## config.mk

```make
export PLATFORM = sky130hd
export DESIGN_NAME = demux_1x2_stream
export DESIGN_NICKNAME = d
export VERILOG_FILES = /design/src/rtl/demux_pkg.sv /design/src/rtl/stream_fifo.sv /design/src/rtl/demux_1x2_stream.sv
export SDC_FILE = /design/constraint.sdc
export NUM_CORES = 1
export LEC_CHECK = 0
export ABC_AREA = 1
export BUFFER_PORTS_ARGS = -buffer_cell sky130_fd_sc_hd__buf_4
export CAP_MARGIN = 25
export CORE_AREA = 2 2 82 84
export CTS_BUF_LIST = sky130_fd_sc_hd__clkbuf_8 sky130_fd_sc_hd__clkbuf_16
export DETAILED_ROUTE_END_ITERATION = 10
export DIE_AREA = 0 0 84 86
export GPL_TIMING_DRIVEN = 0
export PLACE_DENSITY_LB_ADDON = 0.3
export SLEW_MARGIN = 20
export SYNTH_ARGS = -nofsm -noshare
export SYNTH_HDL_FRONTEND = slang
export SYNTH_SLANG_ARGS = --single-unit
```

## constraint.sdc

```tcl
create_clock -name clk -period 3.3 [get_ports clk]
set_clock_uncertainty 0.15 [all_clocks]
set_input_delay 0.825 -clock clk [delete_from_list [all_inputs] [get_ports clk]]
set_output_delay 0.825 -clock clk [all_outputs]
set_load 0.005 [all_outputs]
```

## src/rtl/demux_pkg.sv

```systemverilog
// Shared constants for the 1-to-2 stream demultiplexer: channel indices,
// routing-mode encodings and default parameter values.
package demux_pkg;

  localparam logic CH0 = 1'b0;
  localparam logic CH1 = 1'b1;

  localparam logic MODE_SEL = 1'b0;  // route by in_sel
  localparam logic MODE_TDM = 1'b1;  // alternate ch0/ch1 via rr_ptr

  localparam int DEF_WIDTH = 8;
  localparam int DEF_DEPTH = 2;
  localparam int DEF_CNT_W = 16;

endpackage

```

## src/rtl/stream_fifo.sv

```systemverilog
// Small synchronous FIFO with wrap-bit pointers. The head word is presented
// combinationally; data reads as zero while empty so a flushed channel
// shows a clean bus.
module stream_fifo #(
  parameter int WIDTH = 8,
  parameter int DEPTH = 2
) (
  input  logic             clk,
  input  logic             rst,
  input  logic             push,
  input  logic [WIDTH-1:0] wr_data,
  input  logic             pop,
  output logic [WIDTH-1:0] rd_data,
  output logic             full,
  output logic             empty
);

  localparam int AW = $clog2(DEPTH);
  localparam logic [AW:0] PTR_ONE = {{AW{1'b0}}, 1'b1};

  logic [WIDTH-1:0] mem [DEPTH];
  logic [AW:0]      wr_ptr;
  logic [AW:0]      rd_ptr;
  logic             do_push;
  logic             do_pop;

  // Full when the index bits match but the wrap bits differ.
  always_comb begin
    empty   = (wr_ptr == rd_ptr);
    full    = (wr_ptr[AW] != rd_ptr[AW]) && (wr_ptr[AW-1:0] == rd_ptr[AW-1:0]);
    do_push = push && !full;
    do_pop  = pop && !empty;
    rd_data = empty ? '0 : mem[rd_ptr[AW-1:0]];
  end

  // Pointer registers; async reset discards any buffered words.
  always_ff @(posedge clk or posedge rst) begin
    if (rst) begin
      wr_ptr <= '0;
      rd_ptr <= '0;
    end else begin
      if (do_push) wr_ptr <= wr_ptr + PTR_ONE;
      if (do_pop)  rd_ptr <= rd_ptr + PTR_ONE;
    end
  end

  // Storage array; contents are only meaningful between the pointers.
  always_ff @(posedge clk) begin
    if (do_push) mem[wr_ptr[AW-1:0]] <= wr_data;
  end

endmodule

```

## src/rtl/demux_1x2_stream.sv

```systemverilog
// Registered 1-to-2 stream demultiplexer. Each accepted input word is
// steered to one of two channel FIFOs, either by in_sel or by an
// alternating time-division pointer.
//
// Handshake: a transfer happens on a rising edge where valid and ready are
// both 1. in_ready depends only on registered FIFO state and the routing
// inputs (mode, in_sel, rr_ptr), never on out*_ready, so there is no
// combinational path from the consumers back to the producer.
module demux_1x2_stream
  import demux_pkg::*;
#(
  parameter int WIDTH = DEF_WIDTH,
  parameter int DEPTH = DEF_DEPTH,
  parameter int CNT_W = DEF_CNT_W
) (
  input  logic             clk,
  input  logic             rst,
  input  logic             mode,
  input  logic [WIDTH-1:0] in_data,
  input  logic             in_sel,
  input  logic             in_valid,
  output logic             in_ready,
  output logic [WIDTH-1:0] out0_data,
  output logic             out0_valid,
  input  logic             out0_ready,
  output logic [WIDTH-1:0] out1_data,
  output logic             out1_valid,
  input  logic             out1_ready,
  output logic [CNT_W-1:0] cnt0,
  output logic [CNT_W-1:0] cnt1,
  output logic             rr_ptr
);

  localparam logic [CNT_W-1:0] CNT_ONE = {{(CNT_W-1){1'b0}}, 1'b1};

  logic tgt;
  logic accept;
  logic push0, push1;
  logic full0, full1;
  logic empty0, empty1;

  // Routing: pick the target channel and gate acceptance on its FIFO only.
  always_comb begin
    tgt      = (mode == MODE_TDM) ? rr_ptr : in_sel;
    in_ready = (tgt == CH0) ? !full0 : !full1;
    accept   = in_valid && in_ready;
    push0    = accept && (tgt == CH0);
    push1    = accept && (tgt == CH1);
  end

  stream_fifo #(.WIDTH(WIDTH), .DEPTH(DEPTH)) u_fifo0 (
    .clk     (clk),
    .rst     (rst),
    .push    (push0),
    .wr_data (in_data),
    .pop     (out0_ready),
    .rd_data (out0_data),
    .full    (full0),
    .empty   (empty0)
  );

  stream_fifo #(.WIDTH(WIDTH), .DEPTH(DEPTH)) u_fifo1 (
    .clk     (clk),
    .rst     (rst),
    .push    (push1),
    .wr_data (in_data),
    .pop     (out1_ready),
    .rd_data (out1_data),
    .full    (full1),
    .empty   (empty1)
  );

  // Channel valids are simply FIFO non-empty.
  always_comb begin
    out0_valid = !empty0;
    out1_valid = !empty1;
  end

  // Time-division pointer: held at ch0 in select mode, toggles per accept in TDM.
  always_ff @(posedge clk or posedge rst) begin
    if (rst) begin
      rr_ptr <= CH0;
    end else if (mode == MODE_SEL) begin
      rr_ptr <= CH0;
    end else if (accept) begin
      rr_ptr <= ~rr_ptr;
    end
  end

  // Per-channel accepted-word counters, wrapping.
  always_ff @(posedge clk or posedge rst) begin
    if (rst) begin
      cnt0 <= '0;
      cnt1 <= '0;
    end else begin
      if (push0) cnt0 <= cnt0 + CNT_ONE;
      if (push1) cnt1 <= cnt1 + CNT_ONE;
    end
  end

endmodule

```

==> flow_metrics.tcl, run 1 <==
set metrics [dict create \
    run_status "finished, final reports clean" \
    numCtsBuffers 9 \
    rsz0062_at_grt "no" \
    max_stage_delay_ns 0.39 \
    worst_setup_path_start_kind "flip-flop" \
    ir_drop_mv 0.5155 \
    hold_ws_ns 0.2465 \
    min_path_type "input port to async pin" \
    synth-seq-area-share_pct 54.22 \
    clk_pin_slew_ns 0.08 \
    detail_route.iter0.violations 209 \
    critPathBufInv 3 \
    ys.flop_type "dfrtp_1" \
    reg2regPathDepth 7 \
    final_area_um2 4492 \
    synth_area_leaders "dfrtp_1, edfxtp_1, nand2_1, nor2_1, xor2_1" \
    power.density_nw_per_um2 769.9 \
    timing.rr.end "u_fifo0.mem[0][3]" \
    post_cts_buffers 0 \
    cts_tree "done" \
    antenna_found_initial 0 \
    vias_per_cell 5.187 \
    slew_headroom_pct 52.47 \
    yosys-top-cells-count "nand2_1, dfrtp_1, nor2_1, edfxtp_1, inv_1" \
    ys_async_sr_fraction_pct 56.16 \
    critPathCaptureType "primary output" \
    arrival_ns 1.69 \
    clockBufferDepth 2 \
    cts-root-buf "clkbuf_8" \
    start_util_pct 58.38 \
    crit_slowest_cell "dfrtp_1" \
    cts_hold_buf 0 \
    min_period_over_period_pct 80.61 \
    ys_types 26 \
    setup-tns-final_ns 0 \
    ioPinCount 67 \
    core_um2 6277 \
    wire_per_inst_um 13.01 \
    ys_ff_latch 73 \
    nFillCells 481 \
    area_growth_pct 22.57 \
    gp_congestion 0.8522 \
    synth_fp_nets 441 \
    finalCriticalPeriod_ns 2.660 \
    grt_pass1_wl_um 12650 \
    avgSynthCellArea_um2 8.643 \
    yosys_warnings 0 \
    die_h_um 86 \
    grt_max_degree 34 \
    post_dp_cell_area_um2 4277 \
    drc 0 \
    regArea_um2 1987 \
    detail-route-antenna-nets 0 \
    cts_sinks 73 \
    finalMaxSlewViolations 0 \
    vias 3029 \
    syn_area_um2 3665 \
    antennaDiodeCount 0 \
    nNetsFinal 519 \
    grt_pass1_vias 2687 \
    clk_latency_ns 0.34 \
    cp_max_fo 10 \
    cpLargestDelayFamily "buffers and inverters" \
    rows 29 \
    synth_top_area_share_pct 28.00 \
    cts_resized 0 \
    hold_viol 0 \
    path_cells "inv_2 -> nand2_1 -> nand2_2 -> nand3_1 -> inv_1 -> a21oi_1 -> buf_4" \
    multi_input_area_um2 1454 \
    fmax_ghz 0.3759 \
    cts.htree.levels 3 \
    dieArea_um2 7224 \
    timing.rr.start "u_fifo0.rd_ptr[0]" \
    tightest_slew_ns 0.7103 \
    totalWireLength_um 7599 \
    max-cap-violations 0 \
    dr.pass1.iters 4 \
    yosys.area.top_type "dfrtp_1" \
    yosysMostFrequentCell "nand2_1" \
    drive_above_1_share_pct 22.29 \
    syn_inst 424 \
    track_usage_pct 22.36 \
    port_buffers 66 \
    leakagePower_nw 2.018 \
    setup_viol 0 \
    reg2reg_slack_ns 1.16 \
    gr-total-overflow 0 \
    synth_edf_count 32 \
    worstSetupPathType "flip-flop to primary output" \
    hpwl_um 5498 \
    worstPathRequired_ns 2.32 \
    fp.dieW_um 84 \
]
[registers in the layout, indices dropped and copies added (netlist names), 2 cells and up]
register and flops:
cnt0 16, cnt1 16, u_fifo0.mem 16, u_fifo1.mem 16
u_fifo0.rd_ptr 2, u_fifo0.wr_ptr 2, u_fifo1.rd_ptr 2, u_fifo1.wr_ptr 2
[cell type report]
type                            instances  share of cell area (%)
Clock inverter                          6                   1.476
Sequential cell                        73                   44.23
Inverter                               37                   3.203
Timing Repair Buffer                   67                   11.48
Tap cell                               77                   2.145
Multi-Input combinational cell        307                   32.37
Buffer                                  7                   1.783
Clock buffer                           10                   3.315
[worst max path at each step]
stage | start | end | cells past startpoint
2_1_floorplan | mode | u_fifo0.mem[0][0] | 7
3_3_place_gp | mode | u_fifo0.mem[0][6] | 8
3_5_place_dp | mode | u_fifo0.mem[0][6] | 8
4_1_cts | u_fifo1.rd_ptr[0] | out1_data[0] | 7
5_1_grt | u_fifo1.rd_ptr[0] | out1_data[0] | 7
6_report | u_fifo1.rd_ptr[0] | out1_data[0] | 7
[through the flow]
step                instances  utilization, %  total power, mW  setup slack (ns)
CTS                       584           71.56            3.487            0.6207
detailed placement        568           68.13            2.750            0.6658
global route              584           71.56            3.717            0.4537
global placement          567           67.81            2.706            0.6819
finish                    584           71.56            3.458            0.6399
floorplan                 424               -            2.152             1.045
[cells by family after synthesis]
| logic type | count (synthesis) | share of synthesized area [%] |
|---|---|---|
| buffers and inverters | 44 | 6.111 |
| adder cells (fa/ha/maj) | 2 | 0.6827 |
| XOR/XNOR | 19 | 4.541 |
| AND/OR/NAND/NOR | 248 | 28.85 |
| AO/OA/AOI/OAI | 38 | 5.599 |
| flip-flops | 73 | 54.22 |
[placed cells by master, fill, tap and decap left out, drive strengths merged]
cell type  count
nor2          39
nand2        173
clkinv         1
o21ai         22
xor2          13
clkinvlp       2
clkbuf        10
ha             2
a21oi         16
dfrtp         41
nand3b         1
nand4         11
nand3         24
bufinv         1
xnor2          6
edfxtp        32
buf           74
inv           39
[power breakdown]
group          total (mW)  switching (mW)  internal, mW
clock               0.733           0.336         0.396
combinational        1.39           0.758         0.628
sequential           1.34           0.180          1.16
total                3.46            1.27          2.18
[routing by layer]
layer	track usage (%)	share of wire (%)	vias to the layer above
met5	0	0	-
met4	9.531	1.7	0
met3	3.369	5.1	11
met2	36.73	49	92
met1	30.02	44	1402
li1	-	-	1524
[worst register-to-register path, cell delays in order, from the launching register on]
cell     delay [ns]
dfrtp_1        0.40
buf_6          0.15
nand2_2        0.08
nand2_4        0.07
nand2_4        0.07
nand3_4        0.14
buf_6          0.19
nor2_1         0.52
(Power assumes the default switching activity.)
==> run 2, diff against run 1 <==
--- a/config.mk
+++ b/config.mk
@@ -8,10 +8,10 @@
 export ABC_AREA = 1
 export BUFFER_PORTS_ARGS = -buffer_cell sky130_fd_sc_hd__buf_4
 export CAP_MARGIN = 25
-export CORE_AREA = 2 2 82 84
+export CORE_AREA = 2 2 89 91
 export CTS_BUF_LIST = sky130_fd_sc_hd__clkbuf_8 sky130_fd_sc_hd__clkbuf_16
 export DETAILED_ROUTE_END_ITERATION = 10
-export DIE_AREA = 0 0 84 86
+export DIE_AREA = 0 0 91 93
 export GPL_TIMING_DRIVEN = 0
 export PLACE_DENSITY_LB_ADDON = 0.3
 export SLEW_MARGIN = 20
==> constraint.sdc (replaced) <==
create_clock -name clk -period 2.1 [get_ports clk]
set_clock_uncertainty 0.15 [all_clocks]
set_input_delay 0.525 -clock clk [delete_from_list [all_inputs] [get_ports clk]]
set_output_delay 0.525 -clock clk [all_outputs]
set_load 0.005 [all_outputs]
==> flow_metrics.tcl, run 2 (synthesized netlist as in run 1, its figures left out) <==
set metrics [dict create \
    cts.htree.levels 3 \
    clockBufferDepth 2 \
    leakagePower_nw 2.084 \
    min_path_type "input port to async pin" \
    hold_viol 1 \
    finalMaxSlewViolations 0 \
    dieArea_um2 8463 \
    worst_setup_path_start_kind "flip-flop" \
    total_power_mw 6.043 \
    gp_congestion 0.8656 \
    hpwl_um 5714 \
    cp_max_fo 8 \
    drc 0 \
    grt_max_degree 26 \
    max-cap-violations 0 \
    power.density_nw_per_um2 1265 \
    worstSetupPathType "flip-flop to primary output" \
    ir_drop_mv 0.6250 \
    final_cell_mix "nand2_1, buf_4, dfrtp_1" \
    setup_slack_ns -0.01543 \
    port_buffers 66 \
    numCtsBuffers 9 \
    arrival_ns 1.44 \
    antennaDiodeCount 0 \
    die_h_um 93 \
    min_period_over_period_pct 100.7 \
    critPathCaptureType "primary output" \
    finalCriticalPeriod_ns 2.115 \
    run_status "complete, but fails checks" \
    fp.dieW_um 91 \
    vias 3111 \
    setup-tns-final_ns -0.1095 \
    clk_latency_ns 0.36 \
    start_util_pct 48.69 \
    gr-total-overflow 0 \
    grt_pass1_vias 2844 \
    antenna_found_initial 0 \
    slew_headroom_pct 67.41 \
    wire_per_inst_um 13.36 \
    cts_hold_buf 0 \
    worstPathRequired_ns 1.42 \
    area_growth_pct 30.39 \
    cts_tree "done" \
    setup_viol 16 \
    failed_checks "negative hold slack, negative setup slack" \
    vias_per_cell 5.010 \
    cts-root-buf "clkbuf_8" \
    hold_ws_ns -0.0003855 \
    nNetsFinal 531 \
    dr.pass1.iters 4 \
    tightest_slew_ns 0.4883 \
    track_usage_pct 20.49 \
    layout_commonest_cell "nand2_1" \
    grt_pass1_wl_um 13590 \
    drive_above_1_share_pct 30.83 \
    ioPinCount 67 \
    detail-route-antenna-nets 0 \
    clk_pin_slew_ns 0.09 \
    core_um2 7527 \
    rows 32 \
    fmax_ghz 0.4727 \
    detail_route.iter0.violations 161 \
    totalWireLength_um 8296 \
    fin_util_pct 63.48 \
    rsz0062_at_grt "yes" \
    cts_sinks 73 \
]
==> run 2: cell types whose count changed in the layout (fill, tap and decap cells not counted), sizes merged <==
cell | before | now
buf | 74 | 86
inv | 39 | 41
bufinv | 1 | 0
clkbuf | 10 | 9
clkinv | 1 | 0
clkinvlp | 2 | 3
==> run 2: worst max-delay path: stages, from the launching register on <==
cell	delay [ns]
dfrtp_1	0.42
buf_6	0.15
nand2_4	0.06
nand2_4	0.06
nand3_4	0.10
inv_8	0.06
a21oi_2	0.11
buf_4	0.12
==> run 2: final timing paths <==
path / cells past startpoint / slack, ns / endpoint / startpoint
hold reg to reg: 2 / 0.38 / cnt1[15] / cnt1[15]
setup / recovery: 7 / -0.02 / out1_data[5] / u_fifo1.rd_ptr[0]
hold / removal: 2 / -0.0004 / cnt1[15] / rst
min in group clk: 1 / 0.22 / u_fifo1.mem[0][7] / in_data[7]
setup reg to reg: 7 / 0.15 / u_fifo0.mem[0][3] / u_fifo0.rd_ptr[0]
max in group asynchronous: 3 / 1.32 / cnt0[13] / rst
==> run 2: layout make-up <==
type	count	area [µm²]
fillers	649	2749
plain buffers	7	83.83
clock buffers	9	123.9
clock inverters	7	60.06
repair buffers	79	620.6
well taps	102	127.6
inverters	37	163.9
multi-input cells	307	1612
flip-flops and latches	73	1987
==> run 2: what timing repair did <==
action,4_1_cts,5_1_grt
endpoints found under the setup margin,43,27
resized for setup,39,17
setup buffers,11,1
pin swaps,3,1
==> run 2: metal layers <==
metal	wire (µm)	part of all wire (%)	GRT usage, %	up-vias
li1	-	-	-	1550
met1	3638	44	26.51	1467
met2	4029	49	34.01	80
met3	493	5.9	4.835	14
met4	134	1.6	7.197	0
met5	0	0	0	-
==> run 2: power breakdown <==
group	total (mW)	leakage, nW	internal (mW)	switching [mW]
registers	2.14	0.831	1.82	0.313
logic	2.86	1.17	1.34	1.52
clock network	1.05	0.0848	0.449	0.601
total	6.04	2.08	3.61	2.43
==> run 2: through the flow <==
stage               worst slack [ns]  area, µm²  cells
finish                      -0.01543       4778    621
detailed placement           -0.2374       4308    593
CTS                         -0.03114       4711    620
floorplan                     0.1454       3665    424
global placement             -0.1989       4288    592
global route                -0.08451       4778    621
